### src/rtl/ctrl_pkg.sv
// ctrl_pkg
// Shared definitions for the datapath controller: FSM state encoding, the
// CR16-style major opcode / extended opcode values the decoder recognises,
// condition-code values for Bcond/Jcond, and bit positions in the flags bus.
// No ports; imported by datapath_controller and cond_eval.
package ctrl_pkg;

  typedef enum logic [1:0] {
    ST_FETCH   = 2'd0,
    ST_DECODE  = 2'd1,
    ST_EXEC    = 2'd2,
    ST_LOAD_WB = 2'd3
  } state_t;

  // major opcode, instr[15:12]
  localparam logic [3:0] OP_RR        = 4'b0000;
  localparam logic [3:0] OP_LOADSTORE = 4'b0100;
  localparam logic [3:0] OP_BCOND     = 4'b1100;
  localparam logic [3:0] OP_CMPI      = 4'b1011;

  // extended opcode, instr[7:4]
  localparam logic [3:0] EXT_CMP   = 4'b1011;
  localparam logic [3:0] EXT_LOAD  = 4'b0000;
  localparam logic [3:0] EXT_STOR  = 4'b0100;
  localparam logic [3:0] EXT_JAL   = 4'b1000;
  localparam logic [3:0] EXT_JCOND = 4'b1100;

  // condition codes, instr[11:8] of Bcond/Jcond
  localparam logic [3:0] CC_EQ = 4'b0000;
  localparam logic [3:0] CC_NE = 4'b0001;
  localparam logic [3:0] CC_CS = 4'b0010;
  localparam logic [3:0] CC_CC = 4'b0011;
  localparam logic [3:0] CC_HI = 4'b0100;
  localparam logic [3:0] CC_LS = 4'b0101;
  localparam logic [3:0] CC_GT = 4'b0110;
  localparam logic [3:0] CC_LE = 4'b0111;
  localparam logic [3:0] CC_FS = 4'b1000;
  localparam logic [3:0] CC_FC = 4'b1001;
  localparam logic [3:0] CC_LO = 4'b1010;
  localparam logic [3:0] CC_HS = 4'b1011;
  localparam logic [3:0] CC_LT = 4'b1100;
  localparam logic [3:0] CC_GE = 4'b1101;
  localparam logic [3:0] CC_UC = 4'b1110;
  localparam logic [3:0] CC_NV = 4'b1111;

  // flags bus bit positions
  localparam int FLAG_Z = 0;
  localparam int FLAG_N = 1;
  localparam int FLAG_F = 2;
  localparam int FLAG_C = 3;
  localparam int FLAG_L = 4;

  // RR extended opcodes with a defined ALU operation:
  // AND OR XOR ADD ADDU ADDC SUB SUBC CMP MOV MUL. Everything else is a NOP.
  function automatic logic rr_ext_valid(input logic [3:0] ext);
    logic [15:0] valid_mask;
    valid_mask = 16'h6EEE;
    return valid_mask[ext];
  endfunction

  function automatic logic [15:0] sext8(input logic [7:0] val);
    return {{8{val[7]}}, val};
  endfunction

endpackage

### src/rtl/cond_eval.sv
// cond_eval
// Purely combinational evaluation of a CR16 branch condition against the
// datapath flags.
//   flags  in  5  [0]Z [1]N [2]F [3]C [4]L
//   cond   in  4  condition code field
//   taken  out 1  condition holds
module cond_eval
  import ctrl_pkg::*;
(
  input  logic [4:0] flags,
  input  logic [3:0] cond,
  output logic       taken
);

  logic z, n, f, c, l;

  assign z = flags[FLAG_Z];
  assign n = flags[FLAG_N];
  assign f = flags[FLAG_F];
  assign c = flags[FLAG_C];
  assign l = flags[FLAG_L];

  always_comb begin
    taken = 1'b0;
    case (cond)
      CC_EQ: taken = z;
      CC_NE: taken = !z;
      CC_CS: taken = c;
      CC_CC: taken = !c;
      CC_HI: taken = l;
      CC_LS: taken = !l;
      CC_GT: taken = n;
      CC_LE: taken = !n;
      CC_FS: taken = f;
      CC_FC: taken = !f;
      CC_LO: taken = !l && !z;
      CC_HS: taken = l || z;
      CC_LT: taken = !n && !z;
      CC_GE: taken = n || z;
      CC_UC: taken = 1'b1;
      default: taken = 1'b0;
    endcase
  end

endmodule

### src/rtl/datapath_controller.sv
// datapath_controller
// Multi-cycle fetch/decode/execute controller for a CR16-style register-file
// and ALU datapath sharing one instruction/data memory. Owns PC and IR.
//   clk, reset (async, active-low)
//   mem_rdata in   memory read data, one cycle after mem_addr
//   mux_a_in  in   datapath A mux (store data)
//   mux_b_in  in   datapath B mux (load/store address, jump target)
//   flags     in   [0]Z [1]N [2]F [3]C [4]L
//   mem_addr, mem_we, mem_wdata                  memory side
//   regEnable, a_select, b_select, use_imm,
//   immediate, opCode, flagsEn, bus_select       datapath control
//   pc_out                                       current PC for trace
//
// state      | meaning
// -----------+-----------------------------------------------------------
// ST_FETCH   | mem_addr = pc, memory read in flight
// ST_DECODE  | IR <= mem_rdata, pc <= pc + 1
// ST_EXEC    | drive datapath controls for IR; branches update pc
// ST_LOAD_WB | load data on write bus, write Rdest
module datapath_controller
  import ctrl_pkg::*;
#(
  parameter int                 ADDR_W   = 16,
  parameter logic [ADDR_W-1:0]  RESET_PC = '0
) (
  input  logic              clk,
  input  logic              reset,
  input  logic [15:0]       mem_rdata,
  input  logic [15:0]       mux_a_in,
  input  logic [15:0]       mux_b_in,
  input  logic [4:0]        flags,
  output logic [ADDR_W-1:0] mem_addr,
  output logic              mem_we,
  output logic [15:0]       mem_wdata,
  output logic [15:0]       regEnable,
  output logic [3:0]        a_select,
  output logic [3:0]        b_select,
  output logic              use_imm,
  output logic [15:0]       immediate,
  output logic [7:0]        opCode,
  output logic              flagsEn,
  output logic              bus_select,
  output logic [ADDR_W-1:0] pc_out
);

  state_t            state, state_next;
  logic [ADDR_W-1:0] pc, pc_next;
  logic [15:0]       ir;

  logic [3:0]  op, rd, ext, rs;
  logic        is_rr, is_ls, is_bcond, is_imm;
  logic        taken;
  logic [15:0] dest_onehot;
  logic [ADDR_W-1:0] disp;
  logic [ADDR_W-1:0] mem_target;

  assign op  = ir[15:12];
  assign rd  = ir[11:8];
  assign ext = ir[7:4];
  assign rs  = ir[3:0];

  assign is_rr    = (op == OP_RR) && rr_ext_valid(ext);
  assign is_ls    = (op == OP_LOADSTORE);
  assign is_bcond = (op == OP_BCOND);
  // every major opcode outside the RR, load/store and Bcond groups is an ALU immediate
  assign is_imm   = (op != OP_RR) && !is_ls && !is_bcond;

  assign dest_onehot = 16'h0001 << rd;
  assign disp        = {{(ADDR_W-8){ir[7]}}, ir[7:0]};
  assign mem_target  = mux_b_in[ADDR_W-1:0];

  cond_eval u_cond_eval (
    .flags (flags),
    .cond  (rd),
    .taken (taken)
  );

  always_ff @(posedge clk or negedge reset) begin
    if (!reset) begin
      state <= ST_FETCH;
      pc    <= RESET_PC;
      ir    <= 16'h0000;
    end else begin
      state <= state_next;
      pc    <= pc_next;
      if (state == ST_DECODE) ir <= mem_rdata;
    end
  end

  always_comb begin
    state_next = state;
    pc_next    = pc;
    mem_addr   = pc;
    mem_we     = 1'b0;
    regEnable  = 16'h0000;
    flagsEn    = 1'b0;
    bus_select = 1'b0;
    use_imm    = 1'b0;
    case (state)
      ST_FETCH: state_next = ST_DECODE;
      ST_DECODE: begin
        state_next = ST_EXEC;
        pc_next    = pc + ADDR_W'(1);
      end
      ST_EXEC: begin
        state_next = ST_FETCH;
        if (is_rr) begin
          flagsEn = 1'b1;
          if (ext != EXT_CMP) regEnable = dest_onehot;
        end else if (is_imm) begin
          use_imm = 1'b1;
          flagsEn = 1'b1;
          if (op != OP_CMPI) regEnable = dest_onehot;
        end else if (is_ls) begin
          case (ext)
            EXT_LOAD: begin
              mem_addr   = mem_target;
              state_next = ST_LOAD_WB;
            end
            EXT_STOR: begin
              mem_addr = mem_target;
              mem_we   = 1'b1;
            end
            EXT_JAL: begin
              regEnable  = dest_onehot;
              bus_select = 1'b1;
              pc_next    = mem_target;
            end
            EXT_JCOND: begin
              if (taken) pc_next = mem_target;
            end
            default: ;
          endcase
        end else if (is_bcond) begin
          // pc already points past the branch, so the displacement is relative to pc+1
          if (taken) pc_next = pc + disp;
        end
      end
      ST_LOAD_WB: begin
        state_next = ST_FETCH;
        bus_select = 1'b1;
        regEnable  = dest_onehot;
      end
      default: state_next = ST_FETCH;
    endcase
  end

  // RR and load/store groups carry a sub-opcode in instr[7:4]; elsewhere that field is data
  assign opCode    = ((op == OP_RR) || is_ls) ? {op, ext} : {op, 4'b0000};
  assign immediate = sext8(ir[7:0]);
  assign a_select  = rd;
  assign b_select  = rs;
  assign mem_wdata = mux_a_in;
  assign pc_out    = pc;

endmodule
### config.mk
export PLATFORM = sky130hd
export DESIGN_NAME = datapath_controller
export DESIGN_NICKNAME = d
export VERILOG_FILES = /design/src/rtl/ctrl_pkg.sv /design/src/rtl/cond_eval.sv /design/src/rtl/datapath_controller.sv
export SDC_FILE = /design/constraint.sdc
export NUM_CORES = 1
export LEC_CHECK = 0
export BUFFER_PORTS_ARGS = -buffer_cell sky130_fd_sc_hd__buf_2
export CAP_MARGIN = 20
export CORE_UTILIZATION = 49
export DETAILED_ROUTE_END_ITERATION = 10
export GPL_TIMING_DRIVEN = 0
export PLACE_DENSITY = 0.82
export SKIP_LAST_GASP = 1
export SLEW_MARGIN = 25
export SYNTH_ARGS = -nofsm -noshare
export SYNTH_HDL_FRONTEND = slang
export SYNTH_HIERARCHICAL = 1
export SYNTH_SLANG_ARGS = --single-unit
### constraint.sdc
create_clock -name clk -period 3.5 [get_ports clk]
set_clock_uncertainty 0.05 [all_clocks]
set_input_delay 0.175 -clock clk [delete_from_list [all_inputs] [get_ports clk]]
set_output_delay 0.175 -clock clk [all_outputs]
set_load 0.01 [all_outputs]
Yosys cells after proc, flatten, opt, wreduce, memory -nomap -nowiden
Memory sizes are Yosys's and may differ from the RTL's.
Cells that the tools add are included.
- input bits: 55
- latch bits: 0
- memory bits (writable): 0
- bits in registers: 34
- bits in read-only memories: 16
- word-level logic and storage cells: 104
- output and inout port bits: 100
- memories: 1
- bitwise logic cells: 0
- multiply operators: 0
- magnitude comparators: 1
- shifts and indexed selects: 1
- divide/modulo/power cells: 0
- reductions and logical operators: 23
- add/sub/neg operators: 2
- mux-type cells: 43
- eq/ne operators: 30
- memories (memory ; depth ; width ; rd ports ; clocked after Yosys merged registers in ; write ports ; RTL line ; text):
    (name not given) ; 16 ; 1 ; 1 ; 0 ; 0 ; ctrl_pkg.sv:58 ; return valid_mask[ext];
- operator list (operator ; number):
    2-to-1 mux 16 bit ; 17
    case mux 16 bit (2 select lines) ; 3
    equality test 4 bit, second input constant ; 10
    equality test 4 x 3 -> 1 bit, second input constant ; 6
    adder 16 x 1 -> 16 bit, second input constant ; 1
    adder 16 bit ; 1
    left shift 1 x 4 -> 16 bit, first input constant ; 1
    2-to-1 mux 1 bit ; 15
    case mux 1 bit (15 select lines) ; 1
    logical NOT 4 bit ; 3
    != test 3 bit, second input constant ; 3
    equality test 4 x 2 -> 1 bit, second input constant ; 2
    2-to-1 mux 2 bit ; 4
    != test 4 bit, second input constant ; 2
    case mux 2 bit (4 select lines) ; 1
    logical NOT 1 bit ; 7
    AND reduction 7 bit ; 1
    logical AND 1 bit ; 5
    < comparator 4 x 5 -> 1 bit, second input constant ; 1
    equality test 2 bit, second input constant ; 2
    equality test 4 x 1 -> 1 bit, second input constant ; 1
    2-to-1 mux 4 bit ; 1
    != test 2 bit, second input constant ; 2
    != test 4 x 2 -> 1 bit, second input constant ; 1
    other kinds (7) ; 9

Depth between registers and ports, before layout
- word-level depth: 9
- mapped depth: 13
- depth with buffers taken out: 10

By module
The synthesis kept the hierarchy.
- by module, submodules not included (module ; area each (um2) ; times used ; cells an instance ; seq. area each (um2)):
    datapath_controller ; 3425.8 ; 1 ; 422 ; 850.8
    cond_eval ; 180.2 ; 1 ; 25 ; 0.0

Worst setup path after synthesis
No wires, ideal clock.
- path type: register -> register
- from: reg ir[10]
- to: reg pc[8] (netlist: pc_out[8])
- data required time: 3.339 ns
- cell stages (with the launch flop): 13
- arrival: 2.746 ns
- slack: 0.592 ns
- setup time: 0.111 ns
- clock period less this slack: 2.908 ns
- path buffers: 2
- cell sequence: dfrtp_1 buf_6 inv_2 o311a_1 o311a_1 or4_1 o21ba_2 nor3_1 and3_1 buf_2 nand2_1 a21oi_1 a2111oi_2
- cells in the longest elaborated chain, start to end: 4
- elaborated cells between the ends (all ways): 19
- classes of those cells: eq/ne (16); mux (1); reduce/logical (2)
- RTL lines (what ; RTL line ; text):
    from (decl) ; datapath_controller.sv:48 ; logic [15:0] ir;
    from (signal assigned) ; datapath_controller.sv:86 ; if (state == ST_DECODE) ir <= mem_rdata;
    equality test 4 bit (tied with other cells) ; cond_eval.sv:25 ; case (cond)
    case mux 1 bit (15 select lines) * ; cond_eval.sv:25 ;
    named net taken ; datapath_controller.sv:52 ; logic taken;
    != test 3 bit (no line) ; n/a ;
    AND reduction 7 bit (no line) * ; n/a ;
    to (signal assigned) ; datapath_controller.sv:85 ; pc <= pc_next;
    to (decl) ; datapath_controller.sv:47 ; logic [ADDR_W-1:0] pc, pc_next;
The timed path passes the listed nets; every way through them passes the cells marked *.
A chain may end at the register's enable or synchronous reset.

Final worst setup path
Same ends and word-level chain as after synthesis.

==> impl_metrics.json <==
{
  "synthTopCellsByCount": "47 x nand2_1, 34 x dfrtp_1, 32 x buf_4",
  "grt_pass1_vias": 3440,
  "grt_max_degree": 35,
  "critical_path_class": "flip-flop to flip-flop",
  "die_w_um": 87.8,
  "cts.sinks": 34,
  "clk_latency_ps": 290,
  "cpMostUsedCell": "o311a_1",
  "synth_edf_count": 0,
  "drv_slew": 0,
  "numPortBuffers": 138,
  "powerDensity_nw_per_um2": 912,
  "clk_pin_slew_ps": 80,
  "synth.most_common_cell": "nand2_1",
  "rsz0062_at_grt": "true",
  "max_cap_violations": 0,
  "drc": 0,
  "netlist_area_um2": 3610,
  "num_io_pins": 155,
  "avgSynthCellArea_um2": 8.07,
  "power.internal_mw": 2.03,
  "yosys_warnings": 6,
  "grt_pass1_wl_um": 16500,
  "layout-drive-gt1-share_pct": 38.4,
  "nets": 671,
  "endpoint_kind": "flip-flop",
  "instances_no_fill": 690,
  "outcome": "completed",
  "grt.total_usage_pct": 27.1,
  "ir_drop_v": 0.000479,
  "cts_max_path_buffers": 2,
  "die_h_um": 87.8,
  "async_flop_share_pct": 100,
  "finalSetupTns_ps": 0,
  "num_antenna_cells": 0,
  "antenna_found_initial": 0,
  "synth_top_cell_area_share_pct": 23.6,
  "path_cells": "buf_6 > inv_2 > o311a_1 > o311a_1 > or4_1 > o21ba_2 > nor3_1 > and3_1 > buf_2 > nand2_1 > a21oi_1 > a2111oi_2",
  "cp_top_family": "compound AO/OA/AOI/OAI gates",
  "dp_hpwl_um": 8010,
  "setup_viol": 0,
  "hold_class": "input port to flip-flop",
  "wl_met1_um": 4440,
  "synth_cells": 447,
  "seq_area_frac_synth_pct": 23.6,
  "combPwrFrac_pct": 70.8,
  "htree_num_levels": 2,
  "synth-seq-cells": 34,
  "seqPwrFrac_pct": 21.5,
  "synth_nets": 525,
  "cpPeakStageDelay_ps": 530,
  "cp_max_fo": 10,
  "clock.fmax_mhz": 303,
  "synthFlopType": "dfrtp_1",
  "critPathLaunchType": "flip-flop",
  "hold_viol_final": 0,
  "core_area_um2": 6940,
  "drt-pass1-iter-count": 5,
  "fin_crit_ps": 3300,
  "syn2layout_area_growth_pct": 25.5,
  "slew_headroom_pct": 47.7,
  "cts_buffers": 5,
  "arrival_ps": 3430,
  "wirelength_um": 10600,
  "placed_area_um2": 4420,
  "final_area_um2": 4530,
  "tritoncts": "done",
  "vias_per_cell": 5.81,
  "met2_length_um": 5220,
  "p_switching_mw": 2.10,
  "drt-initial-drc-count": 263,
  "power.share.switching_pct": 50.9,
  "rows": 30,
  "finalCritPeriodShare_pct": 94.2,
  "synth_cell_types": 63,
  "gp_routability_congestion": 0.913,
  "cts-root-buf": "clkbuf_8",
  "leakage_nw": 2.24,
  "synth_top_area_cell": "dfrtp_1",
  "maxUsedRoutingLayer": "met4",
  "cpMaxStageDelayCell": "dfrtp_1",
  "initial_utilization_pct": 51.9,
  "grt_overflow": 0,
  "pwr-share-clk_pct": 7.8,
  "path_buf_inv": 3,
  "wl_met3_um": 826,
  "max_slew.worst_pin.slew_ps": 785,
  "wl_per_cell_um": 15.4,
  "place_inst": 681,
  "antenna_left": 0,
  "vias": 4006,
  "yosys-top-cells-area": "dfrtp_1 24%, mux2_2 8.7%, ha_1 7.6%, buf_4 6.7%, nand2_1 4.9%",
  "die_area_um2": 7710,
  "cp.required_ps": 3630
}
final timing paths:
check / to / slack (ps) / start / depth (start not counted)
max reg2reg: pc_out[8] / 200 / ir[10] / 12
min reg2reg: state[1] / 520 / state[0] / 2
max in group asynchronous: ir[7] / 2400 / reset / 2
max: pc_out[8] / 200 / ir[10] / 12
min in group asynchronous: pc_out[5] / 450 / reset / 2
min: ir[7] / 50 / mem_rdata[7] / 3
layout by cell type (no fill, tap or decap), types with 3 or more instances in the layout:
master    synthesis  final
a211oi_1          7      7
a21o_1            8      8
a21oi_1          27     27
a31o_2            3      3
a31oi_1           6      6
and2_1            5      5
and3_1            8      8
and4_1            3      3
buf_2             5    143
buf_4            32     32
clkbuf_1         13     11
clkbuf_8          0      6
dfrtp_1          34     33
ha_1             22     22
inv_1            15     15
mux2_2           28     28
nand2_1          47     47
nand2b_1          4      4
nand3_1          17     17
nand4_1           5      5
nor2_1           23     23
nor2b_1           3      3
nor3_1           17     17
nor3b_1           6      6
nor4_1            7      7
nor4b_1           3      3
o211ai_1          8      8
o21a_1            4      4
o21ai_0          25     25
o21bai_1          4      4
o22ai_1           4      4
o31ai_1           3      3
or4_1             6      6
xnor2_1           5      5
xor2_1            5      5
power groups by stage:
stage                     combinational, mW  clock [mW]  sequential [mW]
after floorplan                        2.04           0            0.874
after global placement                 2.80           0            0.871
after detailed placement               2.88           0            0.882
after CTS                              2.90       0.323            0.877
after global routing                   3.22       0.339            0.925
final                                  2.92       0.321            0.885
area by class of cell:
class	instances	area, µm²
timing repair buffer	139	701
sequential	34	852
inverter	16	60.1
clock inverter	2	12.5
clock buffer	6	82.6
tap	96	120
buffer	51	328
multi-input combinational	346	2370
fill	596	2420
worst min-delay path, cell delays in order:
cell     delay, ps
buf_2           80
nand2_1         40
o21ai_0         60
logic make-up (layout without fill, tap and decap cells):
logic type | after synthesis | in the layout | synth area share (%)
fa+ha+maj | 23 | 23 | 8.19
compound gates | 121 | 121 | 22.6
flops | 34 | 34 | 23.6
mux | 30 | 30 | 9.30
xor+xnor | 10 | 10 | 2.43
buf+inv | 67 | 214 | 10.7
simple gates | 162 | 162 | 23.2
flip-flops by register name, summed over array words and instances, names as in the netlist:
name,flops
ir,16
pc_out,16
state,2
metal layers:
metal	vias up	GRT usage [%]
met4	0	6.26
li1	1921	-
met1	1875	35.9
met5	-	0
met3	13	4.81
met2	197	45.9
stage by stage:
step                      hold slack (ps)  power [mW]  util (%)  setup slack, ps
final                                53.6        4.13      65.2              201
after global routing                 53.0        4.49      65.2            -20.9
after CTS                            57.8        4.10      65.1              130
after detailed placement              256        3.76      63.6              164
after global placement                241        3.67      63.6              327
after floorplan                      -171        2.92         -              592
repair_timing:
action | 4_1_cts | 5_1_grt
endpoints found under the setup margin | 0 | 14
gates resized for setup | 0 | 5
buffers inserted | 0 | 0
hold endpoints to repair | 34 | 0
hold buffers | 1 | 0
No activity file was read; power rests on OpenSTA's default activity.
